--- config.mk ---
export PLATFORM = sky130hd
export DESIGN_NAME = traffic_light_sequencer_flat
export DESIGN_NICKNAME = d
export VERILOG_FILES = /design/src/rtl/traffic_light_sequencer_pkg.sv /design/src/rtl/traffic_light_sequencer_if.sv /design/src/rtl/traffic_light_sequencer_timer_if.sv /design/src/rtl/traffic_light_sequencer.sv /design/src/flat_wrapper.sv
export SDC_FILE = /design/constraint.sdc
export NUM_CORES = 1
export LEC_CHECK = 0
export ABC_AREA = 0
export CAP_MARGIN = 10
export CORE_MARGIN = 5
export CORE_UTILIZATION = 30
export DETAILED_ROUTE_END_ITERATION = 10
export GPL_TIMING_DRIVEN = 0
export PLACE_DENSITY = 0.52
export SLEW_MARGIN = 20
export SYNTH_ARGS = -nofsm -noshare
export SYNTH_HDL_FRONTEND = slang
export SYNTH_SLANG_ARGS = --single-unit
--- constraint.sdc ---
create_clock -name clk -period 5.44 [get_ports clk]
set_clock_uncertainty 0.2 [all_clocks]
set_input_delay 0.816 -clock clk [delete_from_list [all_inputs] [get_ports clk]]
set_output_delay 0.816 -clock clk [all_outputs]
set_load 0.1 [all_outputs]
--- src/rtl/traffic_light_sequencer_pkg.sv ---
`default_nettype none
// ============================================================================
//  Module   : tl_pkg
//  Brief    : State encoding, lamp encodings and duration lookup shared by
//             the traffic light sequencer and its timer interface stage.
//  Revision : 1.0
// ============================================================================
package tl_pkg;

    typedef enum logic [3:0] {
        MAIN_GREEN  = 4'd0,
        MAIN_YELLOW = 4'd1,
        ALL_RED_M   = 4'd2,
        SIDE_GREEN  = 4'd3,
        SIDE_YELLOW = 4'd4,
        ALL_RED_S   = 4'd5,
        PED_WALK    = 4'd6,
        FLASH_ON    = 4'd7,
        FLASH_OFF   = 4'd8
    } tlState_e;

    // Lamp order is {red, yellow, green}
    localparam logic [2:0] RED = 3'b100;
    localparam logic [2:0] YEL = 3'b010;
    localparam logic [2:0] GRN = 3'b001;
    localparam logic [2:0] OFF = 3'b000;

    function automatic int unsigned stateDuration(
        input tlState_e    s,
        input int unsigned tMainGreen,
        input int unsigned tSideGreen,
        input int unsigned tYellow,
        input int unsigned tAllRed,
        input int unsigned tWalk,
        input int unsigned tFlash
    );
        case (s)
            MAIN_GREEN:              return tMainGreen;
            SIDE_GREEN:              return tSideGreen;
            MAIN_YELLOW, SIDE_YELLOW: return tYellow;
            PED_WALK:                return tWalk;
            FLASH_ON, FLASH_OFF:     return tFlash;
            default:                 return tAllRed;
        endcase
    endfunction

endpackage
`default_nettype wire

--- src/rtl/traffic_light_sequencer_if.sv ---
`default_nettype none
// ============================================================================
//  Module   : traffic_light_sequencer_if
//  Brief    : Handshake bundle between the sequencer and the seconds timer.
//  Revision : 1.0
// ============================================================================
interface traffic_light_sequencer_if #(
    parameter int TW = 7
);
    logic          start_counting;
    logic [TW-1:0] seconds_to_count;
    logic          time_finished;

    modport master (
        output start_counting,
        output seconds_to_count,
        input  time_finished
    );

    modport slave (
        input  start_counting,
        input  seconds_to_count,
        output time_finished
    );
endinterface
`default_nettype wire

--- src/rtl/traffic_light_sequencer_timer_if.sv ---
`default_nettype none
// ============================================================================
//  Module   : tl_timer_if
//  Brief    : Start-pulse generator, interval register and arming counter
//             that shields the FSM from a stale time_finished after restart.
//  Revision : 1.0
// ============================================================================
module tl_timer_if #(
    parameter int          TW            = 7,
    parameter int unsigned RESET_SECONDS = 1
) (
    input  wire logic          clk,
    input  wire logic          rst_n,
    input  wire logic          stateEntry,
    input  wire logic [TW-1:0] entrySeconds,
    output logic               armed,
    traffic_light_sequencer_if.master timerBus
);

    logic          r_start;
    logic [TW-1:0] r_seconds;
    logic [1:0]    r_armCnt;
    logic          r_armed;

    // armed rises two cycles after the start pulse, when the timer output is fresh
    always_ff @(posedge clk or negedge rst_n) begin
        if (!rst_n) begin
            r_start   <= 1'b0;
            r_seconds <= TW'(RESET_SECONDS);
            r_armCnt  <= 2'd0;
            r_armed   <= 1'b0;
        end else begin
            r_start <= stateEntry;
            if (stateEntry) begin
                r_seconds <= entrySeconds;
                r_armCnt  <= 2'd0;
                r_armed   <= 1'b0;
            end else begin
                if (r_armCnt != 2'd2) begin
                    r_armCnt <= r_armCnt + 2'd1;
                end
                if (r_armCnt == 2'd1) begin
                    r_armed <= 1'b1;
                end
            end
        end
    end

    assign timerBus.start_counting   = r_start;
    assign timerBus.seconds_to_count = r_seconds;
    assign armed                     = r_armed;

endmodule
`default_nettype wire

--- src/rtl/traffic_light_sequencer.sv ---
`default_nettype none
// ============================================================================
//  Module   : traffic_light_sequencer
//  Brief    : Two-road intersection controller with pedestrian phase and
//             flashing-yellow standby, driving an external seconds timer.
//  Revision : 1.0
// ============================================================================
module traffic_light_sequencer
    import tl_pkg::*;
#(
    parameter int unsigned T_MAIN_GREEN = 30,
    parameter int unsigned T_SIDE_GREEN = 20,
    parameter int unsigned T_YELLOW     = 3,
    parameter int unsigned T_ALL_RED    = 1,
    parameter int unsigned T_WALK       = 10,
    parameter int unsigned T_FLASH      = 1,
    parameter int          TW           = 7
) (
    input  wire logic clk,
    input  wire logic rst_n,
    input  wire logic enable,
    input  wire logic ped_req,
    traffic_light_sequencer_if.master timerBus,
    output logic [2:0] main_light,
    output logic [2:0] side_light,
    output logic       walk,
    output logic       ped_pending
);

    localparam int unsigned c_LIMIT = 32'd1 << TW;

    if (T_MAIN_GREEN < 1 || T_MAIN_GREEN >= c_LIMIT ||
        T_SIDE_GREEN < 1 || T_SIDE_GREEN >= c_LIMIT ||
        T_YELLOW     < 1 || T_YELLOW     >= c_LIMIT ||
        T_ALL_RED    < 1 || T_ALL_RED    >= c_LIMIT ||
        T_WALK       < 1 || T_WALK       >= c_LIMIT ||
        T_FLASH      < 1 || T_FLASH      >= c_LIMIT) begin : g_durationCheck
        $error("traffic_light_sequencer: every T_* must be >= 1 and fit in TW bits");
    end

    tlState_e      r_state;
    tlState_e      w_nextState;
    logic          r_entryPending;
    logic          r_pedPending;
    logic          w_armed;
    logic          w_done;
    logic          w_isFlash;
    logic          w_stateEntry;
    logic [2:0]    w_mainLight;
    logic [2:0]    w_sideLight;
    logic          w_walk;
    logic [TW-1:0] w_entrySeconds;

    // r_entryPending forces a start pulse on the first edge after reset release
    always_ff @(posedge clk or negedge rst_n) begin
        if (!rst_n) begin
            r_state        <= ALL_RED_M;
            r_entryPending <= 1'b1;
            r_pedPending   <= 1'b0;
        end else begin
            r_state        <= w_nextState;
            r_entryPending <= 1'b0;
            if (w_stateEntry && (w_nextState == PED_WALK)) begin
                r_pedPending <= 1'b0;
            end else if (ped_req) begin
                r_pedPending <= 1'b1;
            end
        end
    end

    always_comb begin
        w_nextState = r_state;
        w_mainLight = RED;
        w_sideLight = RED;
        w_walk      = 1'b0;
        w_done      = w_armed && timerBus.time_finished;
        w_isFlash   = (r_state == FLASH_ON) || (r_state == FLASH_OFF);

        case (r_state)
            MAIN_GREEN: begin
                w_mainLight = GRN;
                if (w_done) w_nextState = MAIN_YELLOW;
            end
            MAIN_YELLOW: begin
                w_mainLight = YEL;
                if (w_done) w_nextState = ALL_RED_M;
            end
            ALL_RED_M: begin
                // a request arriving in the completing cycle still wins the walk phase
                if (w_done) w_nextState = (r_pedPending || ped_req) ? PED_WALK : SIDE_GREEN;
            end
            SIDE_GREEN: begin
                w_sideLight = GRN;
                if (w_done) w_nextState = SIDE_YELLOW;
            end
            SIDE_YELLOW: begin
                w_sideLight = YEL;
                if (w_done) w_nextState = ALL_RED_S;
            end
            ALL_RED_S: begin
                if (w_done) w_nextState = MAIN_GREEN;
            end
            PED_WALK: begin
                w_walk = 1'b1;
                if (w_done) w_nextState = SIDE_GREEN;
            end
            FLASH_ON: begin
                w_mainLight = YEL;
                w_sideLight = YEL;
                if (w_done) w_nextState = FLASH_OFF;
            end
            FLASH_OFF: begin
                w_mainLight = OFF;
                w_sideLight = OFF;
                if (w_done) w_nextState = FLASH_ON;
            end
            default: w_nextState = ALL_RED_M;
        endcase

        // The enable input overrides any timer-driven move
        if (w_isFlash) begin
            if (enable) w_nextState = ALL_RED_M;
        end else if (!enable) begin
            w_nextState = FLASH_ON;
        end

        w_stateEntry   = r_entryPending || (w_nextState != r_state);
        w_entrySeconds = TW'(stateDuration(w_nextState, T_MAIN_GREEN, T_SIDE_GREEN,
                                           T_YELLOW, T_ALL_RED, T_WALK, T_FLASH));
    end

    tl_timer_if #(
        .TW            (TW),
        .RESET_SECONDS (T_ALL_RED)
    ) u_timerIf (
        .clk          (clk),
        .rst_n        (rst_n),
        .stateEntry   (w_stateEntry),
        .entrySeconds (w_entrySeconds),
        .armed        (w_armed),
        .timerBus     (timerBus)
    );

    assign main_light  = w_mainLight;
    assign side_light  = w_sideLight;
    assign walk        = w_walk;
    assign ped_pending = r_pedPending;

endmodule
`default_nettype wire
--- src/flat_wrapper.sv ---
// flat-port wrapper written by rule: the top's interface ports become plain ports
module traffic_light_sequencer_flat import tl_pkg::*;
#(
    parameter int unsigned T_MAIN_GREEN = 30,
    parameter int unsigned T_SIDE_GREEN = 20,
    parameter int unsigned T_YELLOW     = 3,
    parameter int unsigned T_ALL_RED    = 1,
    parameter int unsigned T_WALK       = 10,
    parameter int unsigned T_FLASH      = 1,
    parameter int          TW           = 7
)
  (clk, rst_n, enable, ped_req, main_light, side_light, walk, ped_pending, timerBus_start_counting, timerBus_seconds_to_count, timerBus_time_finished);
  traffic_light_sequencer_if #(.TW(TW)) timerBus_i ();
  input  wire logic clk;
  input  wire logic rst_n;
  input  wire logic enable;
  input  wire logic ped_req;
  output logic [2:0] main_light;
  output logic [2:0] side_light;
  output logic walk;
  output logic ped_pending;
  output wire logic [$bits(timerBus_i.start_counting)-1:0] timerBus_start_counting;
  output wire logic [$bits(timerBus_i.seconds_to_count)-1:0] timerBus_seconds_to_count;
  input wire logic [$bits(timerBus_i.time_finished)-1:0] timerBus_time_finished;
  assign timerBus_start_counting = timerBus_i.start_counting;
  assign timerBus_seconds_to_count = timerBus_i.seconds_to_count;
  assign timerBus_i.time_finished = timerBus_time_finished;
  traffic_light_sequencer #(.T_MAIN_GREEN(T_MAIN_GREEN), .T_SIDE_GREEN(T_SIDE_GREEN), .T_YELLOW(T_YELLOW), .T_ALL_RED(T_ALL_RED), .T_WALK(T_WALK), .T_FLASH(T_FLASH), .TW(TW)) u_core (.clk(clk), .rst_n(rst_n), .enable(enable), .ped_req(ped_req), .timerBus(timerBus_i), .main_light(main_light), .side_light(side_light), .walk(walk), .ped_pending(ped_pending));
endmodule
Yosys cells after proc, flatten, opt, wreduce, memory -nomap -nowiden
Cells that the tools add are included.
{"block": "word_totals", "wordCells": 60, "inputBits": 5, "ff_bits": 17}
{"block": "classes", "n_eq_ne": 15, "add_sub_neg": 1, "n_mux": 24, "n_reduce_logical": 13}
{"operator": "$mux W4", "n": 12}
{"operator": "$pmux W4 S9", "n": 1}
{"operator": "$eq A4 B3 Y1 const B", "n": 6}
{"operator": "$pmux W5 S4", "n": 1}
{"operator": "$pmux W3 S3", "n": 2}
{"operator": "$eq A4 B2 Y1 const B", "n": 3}
{"operator": "$eq A4 B1 Y1 const B", "n": 2}
{"operator": "$logic_not A4 Y1", "n": 2}
{"operator": "$reduce_bool A2 Y1", "n": 3}
{"operator": "$reduce_or A2 Y1", "n": 3}
{"operator": "$mux W1", "n": 5}
{"operator": "$eq A4 B4 Y1 const B", "n": 1}
{"operator": "$mux W2", "n": 2}
{"operator": "$ne A4 B4 Y1", "n": 1}
{"operator": "$logic_or A1 B1 Y1", "n": 3}
{"operator": "$mux W3", "n": 1}
{"operator": "$add A2 B1 Y2 const B", "n": 1}
{"operator": "$eq A2 B1 Y1 const B", "n": 1}
{"operator": "$logic_and A1 B1 Y1", "n": 2}
{"operator": "$ne A2 B2 Y1 const B", "n": 1}

Depth between registers and ports, before layout
Gate-level depths: netlist (run 1).
{"block": "depth", "ltp_word": 10, "depth_mapped": 8, "ltp_nobuf": 6}

Modules after synthesis
A second synthesis (run 1) with hierarchy kept.
{"block": "unflattened", "cells_unflattened": 126, "area_unflattened_um2": 1202.4}
{"module": "traffic_light_sequencer", "area_per_inst_um2": 743.2, "cells_each": 97, "seq_area_each_um2": 152.6, "n_inst": 1}
{"module": "tl_timer_if", "area_per_inst_um2": 459.2, "cells_each": 29, "seq_area_each_um2": 276.5, "n_inst": 1}

Least setup slack after synthesis (run 1)
OpenSTA, ideal clock, no wires.
{"block": "synth_timing", "kind": "flip-flop to output port", "start": "register u_core.r_state[0]", "end": "output main_light[1]", "n_path_buf": 2, "t_required_ns": 4.424, "path_stages_with_launch": 4, "arrival_ns": 3.917, "path_slack_ns": 0.507, "cell_sequence": "dfrtp_1 buf_6 clkbuf_1 nor4b_1"}
{"block": "synth_via", "elab_chain_len": 3, "elab_cells_between_ends": 6, "classes_between": "eq/ne (3); mux (1); reduce/logical (2)"}
{"element": "start, declared", "line_no": "traffic_light_sequencer.sv:41", "text": "tlState_e r_state;"}
{"element": "start signal, assigned", "line_no": "traffic_light_sequencer.sv:61", "text": "r_state <= w_nextState;"}
{"element": "$eq A4 B1 Y1 / $eq A4 B3 Y1 (equally long branches)", "line_no": "traffic_light_sequencer.sv:79", "text": "case (r_state)"}
{"element": "$reduce_or A2 Y1 (no source line)"}
{"element": "$pmux W3 S3 *", "line_no": "traffic_light_sequencer.sv:79"}
{"element": "end, declared", "line_no": "flat_wrapper.sv:18", "text": "output logic [2:0] main_light;"}
Mark *: on every way between the ends. The rest lies on a longest branch, timed or not.

Worst setup path in the final report (run 1)
Same ends and word-level chain as after synthesis.

==> flow_summary_export.csv, run 1 <==
group,metric,value,unit
finish,final_layout_size_suffix_gt1_share,19.0,%
clocking,clock-sinks,14,
critical_path,crit_start,"u_core.r_state[0]",
die,rows,22,
route,via_per_inst,5.02,
clocking,cts_hold_buffers,0,
die,start_util,31.1,%
run_status,status,"finished, final reports clean",
placed_design,dp_hpwl,1970,um
critical_path,reg2reg_depth,6,
global_routing,track_usage,10.9,%
synthesis,synth.largest_area_cell,"dfrtp_1",
synthesis,yosysMostFrequentCell,"nor2_1",
global_routing,busiest_layer,"met2",
clocking,cts-buffers-inserted,3,
finish,fillerInstances,388,
route,drt_iter0_drc,96,
route,ant_nets,0,
synthesis,yosys.area_share.simple,29.4,%
synthesis,synth_edf_count,0,
sta,slew_violations,0,
global_routing,grt_remaining_overflow,0,
global_routing,antenna_found_initial,0,
synthesis,synth-seq-area-share,31.1,%
synthesis,synthArstFlopShare,100,%
sta,rsz0062_at_grt,"no",
critical_path,start_kind,"flop",
critical_path,endpoint,"main_light[1]",
synthesis,ys.flop_type,"dfrtp_1",
synthesis,synthCells,124,
sta,setup_viol,0,
synthesis,synth_xor_area_share,2.31,%
finish,final_area,1430,um^2
route,drc,0,
sta,fmax,277,MHz
critical_path,criticalPathCategory,"reg2out",
global_routing,grt_use_met1,14.4,%
synthesis,synth_warnings,0,
finish,area_growth_syn_to_layout,25.7,%
critical_path,reg2reg_from,"u_core.r_state[1]",
clocking,cts-resized-gates,0,
clocking,path_clk_slew,0.06,ns
synthesis,synth_compound_area_share,21.3,%
clocking,root_buffer,"clkbuf_8",
critical_path,worstPathCellList,"buf_6 > clkbuf_1 > nor4b_1 > clkdlybuf4s50_1",
critical_path,critPathSlowestCell,"clkdlybuf4s50_1",
sta,tightestPinTransition,0.982,ns
route,drt_first_pass_iters,4,
placed_design,port-buffer-count,17,
route,vias,978,
global_routing,use_met2,18.1,%
critical_path,cpPeakStageDelay,1.18,ns
route,route.final.wire_length,2590,um
synthesis,synthTopCellsByArea,"dfrtp_1, dfstp_2, nor2_1",
route,wire_per_inst,13.3,um
synthesis,synthAdderAreaFrac,2.20,%
synthesis,synth_seq_cells,14,
critical_path,cp-end-kind,"primary output",
placed_design,finalWeightedCongestion,0.801,
clocking,htree_levels,1,
sta,finalSetupTns,0,ns
critical_path,r2r_slack,2.88,ns
synthesis,synth_top_area_share,24.2,%
global_routing,grt_pass1_wl,4620,um
die,core-area,3660,um^2
synthesis,synth_common_cells,"nor2_1, dfrtp_1, a21oi_1, buf_4, nand2_1",
die,num_io_pins,21,
sta,slew_headroom,34.4,%
job,cap_violations,0,
placed_design,place_area,1380,um^2
clocking,cts_tree,"built",
critical_path,crit_arrival,2.60,ns
sta,period_share,66.5,%
clocking,post_cts_buffers,0,
clocking,clockBufferDepth,2,
synthesis,synth_top_family_by_area,"simple AND/OR/NAND/NOR gates",
critical_path,r2r_end,"u_core.u_timerIf.timerBus.seconds_to_count[1]",
global_routing,grt_pass1_vias,1019,
finish,antenna_cells,0,
sta,min_period,3.61,ns
critical_path,required,4.42,ns
die,die_h,71.6,um
synthesis,syn_area,1140,um^2
global_routing,use_met3,1.82,%
hold_path,holdCritPathClass,"reg2reg",
synthesis,syn_avg_cell_area,9.17,um^2
critical_path,cp_max_fo,10,
sta,hold_viol,0,
die,die_area,5120,um^2
synthesis,synthMuxAreaShare,3.52,%
clocking,clkLatencyLatePin,0.24,ns
synthesis,synth_cell_type_count,55,
die,die_width,71.6,um
global_routing,grt_max_degree,15,
finish,nets,155,
## stage by stage
step / hold slack (ns) / instances / worst slack [ns] / util, %
final: 0.303 / 195 / 1.83 / 39.1
after global routing: 0.320 / 195 / 1.62 / 39.1
after CTS: 0.307 / 195 / 1.79 / 39.1
after detailed placement: 0.294 / 191 / 2.05 / 37.6
after global placement: 0.298 / 191 / 2.07 / 37.6
after floorplan: 0.306 / 126 / 0.507 / -
## sequential cells by signal, summed over array words and instances, names as in the netlist
register / count
u_core.r_entryPending: 1
u_core.r_state: 4
u_core.u_timerIf.r_armCnt: 2
u_core.u_timerIf.timerBus.seconds_to_count: 4
u_core.u_timerIf.timerBus.start_counting: 1
u_core.u_timerIf.armed: 1
u_core.ped_pending: 1
## layout make-up
class                      count  area [um^2]  area share [%]
buffer                        12         92.6            6.47
clock buffer                   4         55.1            3.85
inverter                       5         18.8            1.31
multi-input combinational     95          679            47.5
sequential                    14          354            24.8
tap                           48         60.1            4.20
timing repair buffer          17          170            11.9
## critical path, delay by kind of cell, from the launching register on
kind                   cells  cell delay (ns)
buffers and inverters      3             1.69
flip-flops                 1             0.38
AND/OR/NAND/NOR            1             0.29
## worst min path at each step
stage | start | end | slack, ns | depth (start not counted)
after floorplan | u_core.u_timerIf.r_armCnt[1] | u_core.u_timerIf.r_armCnt[1] | 0.31 | 2
after global placement | u_core.u_timerIf.timerBus.seconds_to_count[1] | u_core.u_timerIf.timerBus.seconds_to_count[1] | 0.30 | 1
after detailed placement | u_core.u_timerIf.timerBus.seconds_to_count[0] | u_core.u_timerIf.timerBus.seconds_to_count[0] | 0.29 | 1
after CTS | u_core.u_timerIf.timerBus.seconds_to_count[0] | u_core.u_timerIf.timerBus.seconds_to_count[0] | 0.31 | 1
after global routing | u_core.u_timerIf.timerBus.seconds_to_count[0] | u_core.u_timerIf.timerBus.seconds_to_count[0] | 0.32 | 1
final | u_core.u_timerIf.timerBus.seconds_to_count[0] | u_core.u_timerIf.timerBus.seconds_to_count[0] | 0.30 | 1
## placed cells by master (no fill, tap or decap), types with 2 or more instances in the layout
cell	n
buf_6	3
xor2_1	2
or3_1	3
dfrtp_1	11
dfstp_2	3
o21ai_0	3
buf_2	2
a2bb2oi_1	3
ha_1	2
clkdlybuf4s50_1	17
mux2_4	2
and3_1	2
or3b_1	3
or4b_1	2
nor2_1	13
o211a_1	2
nor2b_1	2
nand2_1	6
inv_1	5
conb_1	3
nand3b_1	2
o21ai_1	2
clkbuf_8	4
nor3_1	4
o211ai_1	2
nor4b_1	2
buf_4	6
a211o_1	2
a21oi_1	6
## metal layers
metal | vias to the layer above | wire [um]
li1 | 490 | -
met1 | 466 | 1310
met4 | 0 | 16
met5 | - | 0
met3 | 2 | 106
met2 | 20 | 1150
## cells by family after synthesis
| group | after synthesis |
|---|---|
| mux | 3 |
| buf+inv | 17 |
| fa+ha+maj | 2 |
| xor+xnor | 3 |
| other cells | 1 |
| flops | 14 |
| compound gates | 32 |
| simple gates | 52 |
Power of run 1 is left out: the tool's default activity adds up to more than one toggle a clock period on the data nets, which glitch-free logic cannot reach.
==> run 2, diff against run 1 <==
Clock period 5.44 ns to 3.5 ns, I/O delays scaled along.
==> run 2 against run 1 <==
Against the previous run: highest routed layer unchanged; hold slack about the same; largest cell class unchanged; design area is 1.7% higher; critical path depth up 1; non-clock buffer count stayed put; via count is 1.3% lower; sequential share of layout area decreased by 0.40 points.
==> flow_summary_export.csv, run 2 (synthesized netlist as in run 1, its figures left out) <==
group,metric,value,unit
run_status,status,"finished, final reports clean",
global_routing,antenna_found_initial,0,
critical_path,critPathBufInv,3,
die,die_width,71.6,um
die,die_area,5120,um^2
sta,rsz0062_at_grt,"no",
critical_path,cpPeakStageDelay,1.13,ns
critical_path,start_kind,"flop",
sta,finalSetupTns,0,ns
finish,nets,155,
finish,antenna_cells,0,
job,cap_violations,0,
sta,slew_violations,0,
critical_path,cp_max_fo,10,
hold_path,holdCritPathClass,"reg2reg",
hold_path,hp-start,"u_core.u_timerIf.timerBus.seconds_to_count[0]",
placed_design,port-buffer-count,17,
critical_path,criticalPathCategory,"reg2out",
finish,final_cell_mix,"clkdlybuf4s50_1, nor2_1, dfrtp_1",
critical_path,reg2reg_depth,6,
placed_design,dp_slack,0.336,ns
clocking,post_cts_buffers,0,
route,drc,0,
hold_path,hold_end,"u_core.u_timerIf.timerBus.seconds_to_count[0]",
route,drt_iter0_drc,41,
clocking,cts-buffers-inserted,3,
clocking,cts_tree,"built",
critical_path,cp-end-kind,"primary output",
hold_path,holdPathStages,1,
clocking,root_buffer,"clkbuf_8",
sta,setup_ws,0.207,ns
global_routing,grt_remaining_overflow,0,
critical_path,r2r_end,"u_core.u_timerIf.timerBus.seconds_to_count[3]",
critical_path,crit_start,"u_core.r_state[0]",
critical_path,r2r_slack,0.87,ns
clocking,path_clk_slew,0.06,ns
critical_path,reg2reg_from,"u_core.r_state[1]",
die,start_util,31.1,%
route,ant_nets,0,
critical_path,crit_arrival,2.57,ns
clocking,clockBufferDepth,2,
critical_path,critPathSlowestCell,"clkdlybuf4s50_1",
sta,slew_headroom,34.7,%
die,die_h,71.6,um
sta,hold_viol,0,
die,rows,22,
critical_path,path_depth,5,
sta,fmax,304,MHz
route,wire_per_inst,13.4,um
global_routing,grt_pass1_wl,4350,um
global_routing,grt_pass1_vias,950,
critical_path,critPathTopFamily,"buffers and inverters",
clocking,clkLatencyLatePin,0.24,ns
global_routing,grt_max_degree,15,
finish,layout_commonest_cell,"clkdlybuf4s50_1",
clocking,clock-sinks,14,
die,num_io_pins,21,
sta,min_period,3.29,ns
finish,fillerInstances,365,
route,route.final.wire_length,2620,um
finish,final_layout_size_suffix_gt1_share,21.1,%
finish,area_growth_syn_to_layout,27.8,%
clocking,htree_levels,1,
global_routing,track_usage,10.2,%
critical_path,worstPathCellList,"buf_6 > clkbuf_1 > xor2_1 > nor2_1 > clkdlybuf4s50_1",
route,via_per_inst,4.95,
die,core-area,3660,um^2
critical_path,required,2.77,ns
placed_design,finalWeightedCongestion,0.753,
route,vias,965,
placed_design,dp_hpwl,1950,um
sta,tightestPinTransition,0.977,ns
sta,whs,0.303,ns
sta,period_share,94.1,%
route,drt_first_pass_iters,4,
sta,setup_viol,0,
-- run 2: worst max path at each step --
stage	end	slack [ns]
2_1_floorplan	walk	0.15
6_report	side_light[1]	0.21
3_5_place_dp	main_light[1]	0.34
3_3_place_gp	main_light[2]	0.39
4_1_cts	main_light[1]	0.09
5_1_grt	side_light[1]	0.09
-- run 2: final cells by class --
type | count | area, um^2 | share of cell area (%)
tap | 48 | 60.1 | 4.13
buffer | 12 | 92.6 | 6.37
sequential | 14 | 354 | 24.4
timing repair buffer | 17 | 175 | 12.0
multi-input combinational | 95 | 698 | 48.0
clock buffer | 4 | 55.1 | 3.79
inverter | 5 | 18.8 | 1.29
-- run 2: repair_timing --
action,CTS,global route
gates resized for setup,0,2
setup endpoints to repair,0,2
hold buffers,0,0
-- run 2: layer usage --
metal,routed length [um],track usage [%],part of all wire [%],up-vias
met3,95,1.26,3.6,2
li1,-,-,-,493
met4,10,3.13,0.38,0
met2,1220,16.9,47,17
met1,1290,13.9,49,453
met5,0,0,0,-
-- run 2: stage by stage --
step,util (%),std cells,area [um^2]
6_report,39.7,195,1450
5_1_grt,39.7,195,1450
4_1_cts,39.6,195,1450
3_5_place_dp,38.1,191,1390
3_3_place_gp,38.1,191,1390
2_1_floorplan,-,126,1160
-- run 2: worst register-to-register path, cell delays in order, from the launching register on --
cell	delay, ns
dfstp_2	0.51
buf_4	0.14
nor4b_1	0.45
a221oi_2	0.23
or3_1	0.45
nand4_4	0.20
mux2_4	0.32
Power of run 2 is left out for the same reason.
